--- config.mk ---
export PLATFORM = sky130hd
export DESIGN_NAME = rs_ccff_chain
export DESIGN_NICKNAME = d
export VERILOG_FILES = /design/src/rtl/rs_ccff_pkg.sv /design/src/rtl/rs_ccff_chain_ctl.sv /design/src/rtl/rs_ccff_chain.sv
export SDC_FILE = /design/constraint.sdc
export NUM_CORES = 1
export LEC_CHECK = 0
export CAP_MARGIN = 20
export CORE_MARGIN = 10
export CORE_UTILIZATION = 35
export CTS_BUF_LIST = sky130_fd_sc_hd__clkbuf_8
export CTS_CLUSTER_DIAMETER = 50
export CTS_CLUSTER_SIZE = 8
export DETAILED_ROUTE_END_ITERATION = 8
export HOLD_SLACK_MARGIN = 0.1
export PLACE_DENSITY = 0.63
export SYNTH_ARGS = -nofsm -noshare
export SYNTH_HDL_FRONTEND = slang
export SYNTH_HIERARCHICAL = 1
export SYNTH_SLANG_ARGS = --single-unit
--- constraint.sdc ---
create_clock -name CK -period 4.2 [get_ports CK]
set_input_delay 0.84 -clock CK [delete_from_list [all_inputs] [get_ports CK]]
set_output_delay 0.84 -clock CK [all_outputs]
set_load 0.005 [all_outputs]
--- src/rtl/rs_ccff_pkg.sv ---
// Shared types and command encoding for the CCFF configuration chain and its loader.
package rs_ccff_pkg;

  typedef enum logic [1:0] {
    CCFF_IDLE  = 2'b00,
    CCFF_SHIFT = 2'b01,
    CCFF_FULL  = 2'b10
  } ccff_state_t;

  localparam logic [1:0] CMD_NONE  = 2'b00;
  localparam logic [1:0] CMD_SHIFT = 2'b01;
  localparam logic [1:0] CMD_LOAD  = 2'b10;
  localparam logic [1:0] CMD_READ  = 2'b11;

  // Shift wins over load, load wins over readback.
  function automatic logic [1:0] ccff_cmd(input logic se, input logic load, input logic read);
    logic [1:0] cmd;
    if (se) begin
      cmd = CMD_SHIFT;
    end else if (load) begin
      cmd = CMD_LOAD;
    end else if (read) begin
      cmd = CMD_READ;
    end else begin
      cmd = CMD_NONE;
    end
    return cmd;
  endfunction

  function automatic logic ccff_collision(input logic se, input logic load, input logic read);
    return (se & (load | read)) | (load & read);
  endfunction

endpackage

--- src/rtl/rs_ccff_chain_ctl.sv ---
// Control for one CCFF segment: chain state, modulo bit counter and sticky error flag.
module rs_ccff_chain_ctl
  import rs_ccff_pkg::*;
#(
  parameter int WIDTH = 16,
  localparam int CNT_W = $clog2(WIDTH)
) (
  input  logic             clk_i,
  input  logic             rst_ni,
  input  logic             se_i,
  input  logic             load_i,
  input  logic             read_i,
  output ccff_state_t      state_o,
  output logic [CNT_W-1:0] cnt_o,
  output logic             err_o,
  output logic             shift_o,
  output logic             load_o,
  output logic             read_o
);

  localparam logic [CNT_W-1:0] CNT_LAST = CNT_W'(WIDTH - 1);
  localparam logic [CNT_W-1:0] CNT_ONE  = CNT_W'(1);
  localparam logic [CNT_W-1:0] CNT_ZERO = CNT_W'(0);

  ccff_state_t      state_q, state_d;
  logic [CNT_W-1:0] cnt_q, cnt_d;
  logic             err_q, err_d;
  logic [1:0]       cmd_s;

  assign cmd_s = ccff_cmd(se_i, load_i, read_i);

  // Next state, counter and error, plus datapath strobes for the top level.
  always_comb begin
    state_d = state_q;
    cnt_d   = cnt_q;
    err_d   = err_q | ccff_collision(se_i, load_i, read_i);
    shift_o = 1'b0;
    load_o  = 1'b0;
    read_o  = 1'b0;
    case (cmd_s)
      CMD_SHIFT: begin
        shift_o = 1'b1;
        if (cnt_q == CNT_LAST) begin
          cnt_d   = CNT_ZERO;
          state_d = CCFF_FULL;
        end else begin
          cnt_d = cnt_q + CNT_ONE;
          if (state_q == CCFF_FULL) begin
            state_d = CCFF_FULL;
          end else begin
            state_d = CCFF_SHIFT;
          end
        end
      end
      CMD_LOAD: begin
        // Loading a partially shifted bitstream would corrupt live config.
        if (state_q == CCFF_FULL) begin
          load_o  = 1'b1;
          state_d = CCFF_IDLE;
          cnt_d   = CNT_ZERO;
        end else begin
          err_d = 1'b1;
        end
      end
      CMD_READ: begin
        read_o  = 1'b1;
        state_d = CCFF_IDLE;
        cnt_d   = CNT_ZERO;
      end
      default: begin
        state_d = state_q;
      end
    endcase
  end

  // Control state registers.
  always_ff @(posedge clk_i or negedge rst_ni) begin
    if (!rst_ni) begin
      state_q <= CCFF_IDLE;
      cnt_q   <= CNT_ZERO;
      err_q   <= 1'b0;
    end else begin
      state_q <= state_d;
      cnt_q   <= cnt_d;
      err_q   <= err_d;
    end
  end

  assign state_o = state_q;
  assign cnt_o   = cnt_q;
  assign err_o   = err_q;

endmodule

--- src/rtl/rs_ccff_chain.sv ---
// Configuration-chain segment: serial shift register with a shadow MEM register that only
// changes on a legal load, so datapath config stays stable while a new bitstream streams through.
module rs_ccff_chain
  import rs_ccff_pkg::*;
#(
  parameter int               WIDTH   = 16,
  parameter logic [WIDTH-1:0] MEM_RST = {WIDTH{1'b0}},
  localparam int              CNT_W   = $clog2(WIDTH)
) (
  input  logic             CK,
  input  logic             RN,
  input  logic             D,
  input  logic             SE,
  input  logic             CFG_LOAD,
  input  logic             CFG_READ,
  output logic             Q,
  output logic [WIDTH-1:0] MEM,
  output logic             FULL,
  output logic             ERR,
  output logic [CNT_W-1:0] CNT
);

  logic [WIDTH-1:0] sr_q, sr_d;
  logic [WIDTH-1:0] mem_q, mem_d;
  ccff_state_t      state_s;
  logic             shift_s, load_s, read_s;

  rs_ccff_chain_ctl #(
    .WIDTH(WIDTH)
  ) u_ctl (
    .clk_i  (CK),
    .rst_ni (RN),
    .se_i   (SE),
    .load_i (CFG_LOAD),
    .read_i (CFG_READ),
    .state_o(state_s),
    .cnt_o  (CNT),
    .err_o  (ERR),
    .shift_o(shift_s),
    .load_o (load_s),
    .read_o (read_s)
  );

  // Shift register and shadow register next-state.
  always_comb begin
    sr_d  = sr_q;
    mem_d = mem_q;
    if (shift_s) begin
      sr_d = {sr_q[WIDTH-2:0], D};
    end else if (read_s) begin
      sr_d = mem_q;
    end else begin
      sr_d = sr_q;
    end
    if (load_s) begin
      mem_d = sr_q;
    end else begin
      mem_d = mem_q;
    end
  end

  // Datapath registers.
  always_ff @(posedge CK or negedge RN) begin
    if (!RN) begin
      sr_q  <= {WIDTH{1'b0}};
      mem_q <= MEM_RST;
    end else begin
      sr_q  <= sr_d;
      mem_q <= mem_d;
    end
  end

  assign Q    = sr_q[WIDTH-1];
  assign MEM  = mem_q;
  assign FULL = (state_s == CCFF_FULL);

endmodule

==> run summary <==
Synth top area share - 0.547
largest net degree at the start of global routing - 45
final-report max-slew violation count - 0
pwr dens - 416 nW/um2
post-CTS setup buffers - 0
number of global-route vias before repair - 1,277
clock network latency to the later pin of the worst-skew pair - 0.29 ns
flops & latches, synth - 39
clock transition at the registers of the reported paths - 0.07 ns
synth top area cells - dfrtp_1 (55%), mux2i_1 (9.0%), mux2_4 (8.4%), nand2_1 (3.8%), mux2_2 (3.8%)
CTS H-tree lvls - 2
initial core utilization - 0.370
final core occ - 0.458
layout cell share with drive strength beyond 1 - 0.185
Worst Setup SP - CFG_LOAD
WP data required - 4.37 ns
status - completed
fin crit share - 0.609
die area - 8350 um2
crit path to - MEM[1]
worst r2r src - u_ctl/state_o[0]
post-synth design cell area - 1780 um2
Gates resized, CTS repair - 0
Syn Nets - 146
Tot Pwr - 0.917 mW
Tmin final - 2.56 ns
most frequent cells in the layout - dfrtp_1 (39), clkdlybuf4s50_1 (27), nand2_1 (18)
CP Capture Type - register
Iter 0 DRT Violations - 80
CTS Buf Count - 5
worst min path class - reg -> reg
vias per cell - 4.83
RSZ-0062 raised after global routing - false
first-pass GRT wire length - 6150 um
Setup TNS Final - 0 ns
Setup violations, final - 0
share of the yosys chip area belonging to registers - 0.547
initial antenna violation count - 0
Post-CTS Hold Buffers - 0
P&R area growth vs syn - 23.6%
I/O Buffers - 28
Via Count - 1,136
Clock Path Buffers - 2
worst flop-to-flop path endpoint - MEM[1]
core area - 4820 um2
DPL Wire Length - 2270 um
YS warnings - 6
Diodes inserted - 0
Die W - 91.4 um
final instance area - 2200 um2
f_max - 0.391 GHz
clock sinks - 39
Worst Reg-to-Reg Cells - 3
Slew headroom - 0.287
RD Place Congestion - 0.676
most common cell after layout, fill and taps aside - dfrtp_1
clk_skew - 0.00487 ns
Avg Cell Area, Syn - 12.8 um2
die height - 91.4 um
Max Cap Viol - 0
# rows - 25
CTS tree - yes
drt total wl - 3400 um
dpl cell area - 2070 um2
Post-DRT Antenna Nets - 0
Routed wire per std cell - 14.5 um
setup slack, reg-to-reg - 2.25 ns
TritonRoute pass-1 iters - 4
I/O pins - 29
worst-margin pin slew - 1.07 ns
crit-path max FO - 16
type of the worst setup path - in -> reg
worst-case vdd ir drop - 0.202 mV
beginning of the worst hold path - u_ctl/err_o
Synth area leader - dfrtp_1
Post-Syn Instances - 139
Pleak - 0.953 nW
crit path DAT - 2.73 ns
Hold WS - 0.482 ns
Clk Tree Root Cell - clkbuf_8
Yosys cell types - 28
# DRC - 0
Fin. Hold Viols - 0
All-Layer GR Usage - 0.0881
gr ovfl total - 0
Post-layout nets - 174
nature of the critical path startpoint - input pin
[how the worst min path moves through the flow]
stage / cells past startpoint / to / slack [ns]
after global placement: 1 / u_ctl/err_o / 0.47
after CTS: 1 / u_ctl/err_o / 0.49
final: 1 / u_ctl/err_o / 0.48
after detailed placement: 1 / u_ctl/err_o / 0.47
after floorplan: 1 / u_ctl/err_o / 0.46
after global routing: 1 / u_ctl/err_o / 0.51
[where the power goes]
group	leakage (nW)	internal, mW	total (mW)	switching, mW
logic	0.359	0.0645	0.115	0.0501
registers	0.524	0.406	0.440	0.0336
clock network	0.0695	0.235	0.362	0.127
total	0.953	0.706	0.917	0.211
[cell usage after synthesis (all sizes together)]
library cell and number:
nor3b 1, mux2 16, o211a 1, mux2i 16, nor2b 4, nand2 18
nand2b 1, dfrtp 39, a21oi 1, inv 1, o21ai 18, a22o 4
clkbuf 3, a221o 1, xor2 1, nand3 1, nor3 1, a32o 1
nor2 2, ha 1, nand3b 2, buf 6
[flip-flops by register name, summed over array words and instances, names as in the netlist]
register / count
u_ctl/state_o: 2
sr_q: 16
MEM: 16
u_ctl/err_o: 1
u_ctl/cnt_o: 4
[final cells by class]
cell class	instances	area, um2
sequential	39	976
fill	469	2610
inverter	1	3.75
clock inverter	3	63.8
clock buffer	5	68.8
tap	67	83.8
timing repair buffer	30	290
multi-input combinational	90	718
[routing by layer]
layer  global-route usage  part of all wire  vias up
met2                0.135              0.42       27
met3               0.0461             0.082        7
li1                     -                 -      540
met4               0.0274             0.012        0
met5                    0                 0        -
met1                0.105              0.48      562
[kinds of logic (layout without fill, tap and decap cells)]
logic type / count (synthesis) / after routing / share of synthesized area
simple gates: 30 / 30 / 0.0856
mux: 32 / 32 / 0.212
buf+inv: 10 / 39 / 0.0526
xor+xnor: 1 / 1 / 0.00491
compound gates: 26 / 26 / 0.0905
fa+ha+maj: 1 / 1 / 0.00702
flops: 39 / 39 / 0.547
[metrics by stage]
step | worst slack (ns) | std cells
after floorplan | 2.35 | 139
after global placement | 1.37 | 227
after detailed placement | 1.31 | 227
after CTS | 1.62 | 235
after global routing | 1.54 | 235
final | 1.64 | 235
[critical path, stage by stage]
cell,delay (ns)
clkdlybuf4s50_1,0.52
nand3b_1,0.12
nor2_2,0.82
mux2_2,0.42
(Power assumes the default switching activity.)
